## config.mk

```make
export PLATFORM = sky130hd
export DESIGN_NAME = fpu_core_sched
export DESIGN_NICKNAME = d
export VERILOG_FILES = /design/src/rtl/fpu_core_sched_pkg.sv /design/src/rtl/fpu_core_sched_rr_arb.sv /design/src/rtl/fpu_core_sched.sv
export SDC_FILE = /design/constraint.sdc
export NUM_CORES = 1
export LEC_CHECK = 0
export ABC_AREA = 0
export CAP_MARGIN = 20
export CORE_AREA = 2 2 307 309
export CTS_CLUSTER_SIZE = 14
export DETAILED_ROUTE_END_ITERATION = 12
export DIE_AREA = 0 0 309 311
export SLEW_MARGIN = 20
export SYNTH_ARGS = -nofsm -noshare
export SYNTH_HDL_FRONTEND = slang
export SYNTH_SLANG_ARGS = --single-unit
```

## constraint.sdc

```tcl
create_clock -name clk_i -period 2.9 [get_ports clk_i]
set_input_delay 0.58 -clock clk_i [delete_from_list [all_inputs] [get_ports clk_i]]
set_output_delay 0.58 -clock clk_i [all_outputs]
set_load 0.05 [all_outputs]
```

## src/rtl/fpu_core_sched_pkg.sv

```systemverilog
// Shared types for the FPU core scheduler: FSM state encoding, status width,
// and the latched response record.
package fpu_core_sched_pkg;

    typedef enum logic [1:0] {
        IDLE = 2'd0,
        BUSY = 2'd1,
        RESP = 2'd2
    } state_e;

    localparam int STATUS_W  = 5;

    // Response fields sized for the largest supported configuration
    // (NUM_REQ up to 8, results up to 256 bits); the top uses the low bits.
    localparam int RSP_ID_W  = 3;
    localparam int RSP_RES_W = 256;

    typedef struct packed {
        logic [RSP_ID_W-1:0]  id;
        logic [RSP_RES_W-1:0] result;
        logic [STATUS_W-1:0]  status;
        logic                 err;
    } rsp_t;

endpackage

```

## src/rtl/fpu_core_sched_rr_arb.sv

```systemverilog
// Combinational round-robin picker: first asserted request at or after ptr,
// wrapping modulo NUM_REQ.
module fpu_core_sched_rr_arb #(
    parameter int NUM_REQ = 2,
    parameter int IDX_W   = $clog2(NUM_REQ)
) (
    input  logic [NUM_REQ-1:0] req,
    input  logic [IDX_W-1:0]   ptr,
    output logic [NUM_REQ-1:0] gnt,
    output logic [IDX_W-1:0]   idx,
    output logic               any
);

    always_comb begin
        int               c;
        logic [IDX_W-1:0] sel;
        c   = 0;
        sel = '0;
        gnt = '0;
        idx = '0;
        any = 1'b0;
        for (int k = 0; k < NUM_REQ; k++) begin
            c = int'(ptr) + k;
            if (c >= NUM_REQ) begin
                c = c - NUM_REQ;
            end
            sel = IDX_W'(c);
            if (!any && req[sel]) begin
                gnt[sel] = 1'b1;
                idx      = sel;
                any      = 1'b1;
            end
        end
    end

endmodule

```

## src/rtl/fpu_core_sched.sv

```systemverilog
// Shares one FPU core among NUM_REQ requesters (IDLE -> BUSY -> RESP).
// Optional busy watchdog enabled by defining FPU_CORE_SCHED_WDOG_EN.
module fpu_core_sched
    import fpu_core_sched_pkg::*;
#(
    parameter int NUM_REQ = 2,
    parameter int DATA_W  = 212,
    parameter int RES_W   = 64,
    parameter int TIMEOUT = 127
) (
    input  logic                        clk_i,
    input  logic                        rst_i,
    input  logic [NUM_REQ-1:0]          req_valid_i,
    output logic [NUM_REQ-1:0]          req_ready_o,
    input  logic [NUM_REQ*DATA_W-1:0]   req_data_i,
    input  logic                        flush_i,
    output logic                        core_enable_o,
    output logic [DATA_W-1:0]           core_data_o,
    input  logic                        core_ready_i,
    input  logic [RES_W-1:0]            core_result_i,
    input  logic [4:0]                  core_status_i,
    output logic                        rsp_valid_o,
    input  logic                        rsp_ready_i,
    output logic [$clog2(NUM_REQ)-1:0]  rsp_id_o,
    output logic [RES_W-1:0]            rsp_result_o,
    output logic [4:0]                  rsp_status_o,
    output logic                        rsp_err_o,
    output logic                        busy_o
);

    // state | meaning
    // IDLE  | waiting for any req_valid_i; grants in the same cycle
    // BUSY  | core enabled with latched payload; waiting for core_ready_i edge
    // RESP  | response held until rsp_ready_i (or flush)

    localparam int IDX_W = $clog2(NUM_REQ);

    state_e              state_q, state_d;
    logic [IDX_W-1:0]    rr_q;
    logic                ready_q;
    logic [DATA_W-1:0]   data_q;
    rsp_t                rsp_q;

    logic [NUM_REQ-1:0]  arb_gnt;
    logic [IDX_W-1:0]    arb_idx;
    logic                arb_any;
    logic                grant;
    logic                complete;
    logic                timeout;

    fpu_core_sched_rr_arb #(
        .NUM_REQ (NUM_REQ),
        .IDX_W   (IDX_W)
    ) u_rr_arb (
        .req (req_valid_i),
        .ptr (rr_q),
        .gnt (arb_gnt),
        .idx (arb_idx),
        .any (arb_any)
    );

    assign grant    = (state_q == IDLE) && arb_any && !flush_i && !rst_i;
    // ready_q resets high so a level already up at reset is not an edge.
    assign complete = (state_q == BUSY) && core_ready_i && !ready_q;

`ifdef FPU_CORE_SCHED_WDOG_EN
    localparam int CNT_W = $clog2(TIMEOUT + 1);

    logic [CNT_W-1:0] cnt_q;

    always_ff @(posedge clk_i) begin
        if (rst_i) begin
            cnt_q <= '0;
        end else if (grant) begin
            cnt_q <= '0;
        end else if (state_q == BUSY) begin
            cnt_q <= cnt_q + 1'b1;
        end
    end

    assign timeout   = (state_q == BUSY) && (cnt_q == CNT_W'(TIMEOUT - 1));
    assign rsp_err_o = rsp_q.err;
`else
    localparam int unused_timeout = TIMEOUT;

    assign timeout   = 1'b0;
    assign rsp_err_o = 1'b0;
`endif

    always_ff @(posedge clk_i) begin
        if (rst_i) begin
            state_q <= IDLE;
        end else begin
            state_q <= state_d;
        end
    end

    always_comb begin
        state_d = state_q;
        case (state_q)
            IDLE: begin
                if (grant) begin
                    state_d = BUSY;
                end
            end
            BUSY: begin
                if (flush_i) begin
                    state_d = IDLE;
                end else if (complete || timeout) begin
                    state_d = RESP;
                end
            end
            RESP: begin
                if (flush_i || rsp_ready_i) begin
                    state_d = IDLE;
                end
            end
            default: state_d = IDLE;
        endcase
    end

    always_comb begin
        req_ready_o   = grant ? arb_gnt : '0;
        core_enable_o = (state_q == BUSY);
        rsp_valid_o   = (state_q == RESP);
        busy_o        = (state_q != IDLE);
    end

    always_ff @(posedge clk_i) begin
        if (rst_i) begin
            rr_q    <= '0;
            ready_q <= 1'b1;
            data_q  <= '0;
            rsp_q   <= '0;
        end else begin
            ready_q <= core_ready_i;
            if (grant) begin
                rr_q                <= (arb_idx == IDX_W'(NUM_REQ - 1)) ? '0 : arb_idx + 1'b1;
                data_q              <= req_data_i[arb_idx*DATA_W +: DATA_W];
                rsp_q.id            <= '0;
                rsp_q.id[IDX_W-1:0] <= arb_idx;
            end
            if ((state_q == BUSY) && !flush_i) begin
                if (complete) begin
                    rsp_q.result              <= '0;
                    rsp_q.result[RES_W-1:0]   <= core_result_i;
                    rsp_q.status              <= core_status_i;
                    rsp_q.err                 <= 1'b0;
                end else if (timeout) begin
                    rsp_q.result <= '0;
                    rsp_q.status <= '0;
                    rsp_q.err    <= 1'b1;
                end
            end
        end
    end

    assign core_data_o  = data_q;
    assign rsp_id_o     = rsp_q.id[IDX_W-1:0];
    assign rsp_result_o = rsp_q.result[RES_W-1:0];
    assign rsp_status_o = rsp_q.status;

    logic unused_rsp;
    assign unused_rsp = ^{rsp_q.id, rsp_q.result, rsp_q.err};

endmodule

```

==> flow_metrics.tcl <==
set metrics [dict create \
    place_congestion 0.792 \
    track_usage_pct 12.9 \
    die_w_um 309 \
    floorplan.core_area_mm2 0.0928 \
    synth.top_cells.by_area "dfxtp_1 (49%), a221o_1 (18%), nand2_1 (11%), nor3_1 (9.1%), mux2i_1 (5.9%)" \
    clkSinkCount 286 \
    hold_buffers 0 \
    multi_input_area_mm2 0.00538 \
    grt_max_degree 92 \
    clk_pin_slew_worst_paths_ps 60 \
    crit_top_cell "buf_12" \
    gr-total-overflow 0 \
    post_cts_buffers 0 \
    syn_inst 1296 \
    clk_path_buf_depth 3 \
    clock-root-buffer "clkbuf_16" \
    drive_gt1_share_pct 7.16 \
    leakage_uw 0.00820 \
    areaGrowthSynthToFinish_pct 94.5 \
    finalCritPeriodShare_pct 96.2 \
    yosys_warnings 0 \
    grt_pass1_wl_um 90700 \
    relSlewSlack_pct 50.8 \
    viasPerCell 3.95 \
    totalWireLength_um 66000 \
    worst-path-max-fanout 6 \
    synth_cell_types 26 \
    fin_cells 3342 \
    status "finished clean" \
    synth_top_area_share_pct 49.1 \
    fin_tns_setup_ps 0 \
    critPathKind "primary input to output pin" \
    final_cell_mix "clkdlybuf4s50_1 (781), nand2_1 (351), dfxtp_1 (286), nor3_1 (213), a221o_1 (212)" \
    syn_area_per_cell_um2 9.00 \
    htree_levels 2 \
    cap_violations 0 \
    chipHeight_um 311 \
    num_vias 13200 \
    synth_area_mm2 0.0117 \
    syn_nets 1796 \
    fmax_mhz 358 \
    final_common_cell "clkdlybuf4s50_1" \
    firstDrtPassIters 5 \
    p_per_area_mw_per_mm2 535 \
    final_area_mm2 0.0227 \
    ant_nets 0 \
    hold_viol 0 \
    critical_path_required_ps 2320 \
    wl_per_cell_um 19.8 \
    portBuffers 786 \
    fin_crit_ps 2790 \
    std_cell_rows 112 \
    setup_slack_ps 109 \
    place_area_mm2 0.0214 \
    die_area_mm2 0.0961 \
    cp_slowest_stage_delay_ps 580 \
    cts_resized 0 \
    finalClockSkew_ps 26.8 \
    hold_class "flop to flop" \
    finalMaxSlewViolations 0 \
    dp_worst_setup_slack_ps -268 \
    rsz0062_at_grt "no" \
    path_buf_inv 3 \
    drc_errors 0 \
    dp_hpwl_um 51100 \
    cp_cell_sequence "clkdlybuf4s50_1 -> or4_4 -> nor3b_4 -> buf_12 -> buf_12" \
    ios 788 \
    ff_latch_area_mm2 0.00573 \
    antenna_found_initial 27 \
    seq_area_frac_synth_pct 49.1 \
    dp.cells 3270 \
    critPathLaunchType "primary input" \
    clock_latency_ps 550 \
    ir_worst_vdd_uv 294 \
    synth_top_cell_by_area "dfxtp_1" \
    cts_tree "done" \
    tightest_slew_ps 735 \
    final_nets 2554 \
    ys_ff_latch 286 \
    critPathArrivalTime_ps 2210 \
    cp_top_family "simple AND/OR/NAND/NOR gates" \
    grt_pass1_vias 12900 \
    slowest_stage "or4_4" \
    finalSetupViolCount 0 \
    fill_cells 10100 \
    cts-buffers-inserted 36 \
    drt_first_iter_violations 980 \
    cp-end-kind "output pin" \
    initial_core_util_pct 12.6 \
]
==> Yosys cell counts <==
cell      instances
a211oi_1          1
a21oi_1           2
a221o_1         212
a31o_2            1
a32oi_1           1
and2_1            1
buf_1             9
buf_2            35
buf_4             3
clkbuf_1         95
clkinv_1          1
conb_1            1
dfxtp_1         286
inv_1             1
mux2i_1          69
nand2_1         351
nand2b_1          1
nor2b_1           3
nor3_1          213
nor3b_1           2
nor3b_2           1
nor4_1            1
nor4b_1           1
o21a_1            1
or2_2             3
or4_1             1
==> routing by layer <==
layer  vias to the layer above  global-route usage, %  wire [um]  share of wire [%]
li1                       6293                      -          -                  -
met1                      6151                   15.4      26600                 40
met2                       651                   21.4      30600                 46
met3                       104                   4.89       7060                 11
met4                        18                   3.66       1670                2.5
met5                         -                      0        120               0.18
==> tightest hold or removal path, delay by kind of cell (launching register included) <==
kind          cells  cell delay (ps)
flops             1              300
mux               1               50
simple gates      1               50
==> layout make-up <==
class | count | area share (%)
clock buffers | 54 | 4.72
diodes | 6 | 0.0662
repair buffers | 862 | 38.4
well taps | 1254 | 6.92
clock inverters | 12 | 0.866
flip-flops and latches | 286 | 25.2
inverters | 2 | 0.0441
multi-input cells | 866 | 23.7
==> flip-flops by register name, summed over array words and instances, names as in the netlist <==
| name | flops |
|---|---|
| rsp_status_o | 5 |
| state_q | 2 |
| rsp_id_o | 1 |
| core_data_o | 212 |
| rr_q | 1 |
| rsp_result_o | 64 |
| ready_q | 1 |
==> path summary, 6_finish.rpt <==
kind | from | endpoint | slack (ps) | depth (start not counted)
setup / recovery | flush_i | req_ready_o[1] | 110 | 5
hold / removal | rsp_result_o[20] | rsp_result_o[20] | 450 | 2
setup reg to reg | state_q[1] | core_data_o[211] | 470 | 5
hold reg to reg | rsp_result_o[20] | rsp_result_o[20] | 450 | 2
==> through the flow <==
stage | hold slack (ps) | util (%) | total power [uW]
after floorplan | 483 | - | 5820
after global placement | 442 | 23.1 | 7350
after detailed placement | 447 | 23.1 | 7340
after CTS | 456 | 24.4 | 12300
after global routing | 465 | 24.4 | 12600
final | 454 | 24.4 | 12100
==> where the power goes <==
part           total, uW  leakage, uW  switching [uW]  internal (uW)
Combinational       2920      0.00523            1590           1330
Clock               4880     0.000624            1880           3000
Sequential          4340      0.00234             157           4180
==> logic make-up (layout without fill, tap and decap cells) <==
logic type             count (synthesis)  after routing  share of synthesized area [%]
multiplexers                          69             69                           5.92
AO/OA/AOI/OAI                        218            218                           18.6
AND/OR/NAND/NOR                      578            578                           21.3
buffers and inverters                144            930                           5.11
flip-flops                           286            286                           49.1
other                                  1              7                         0.0322
No activity file was read; power rests on OpenSTA's default activity.
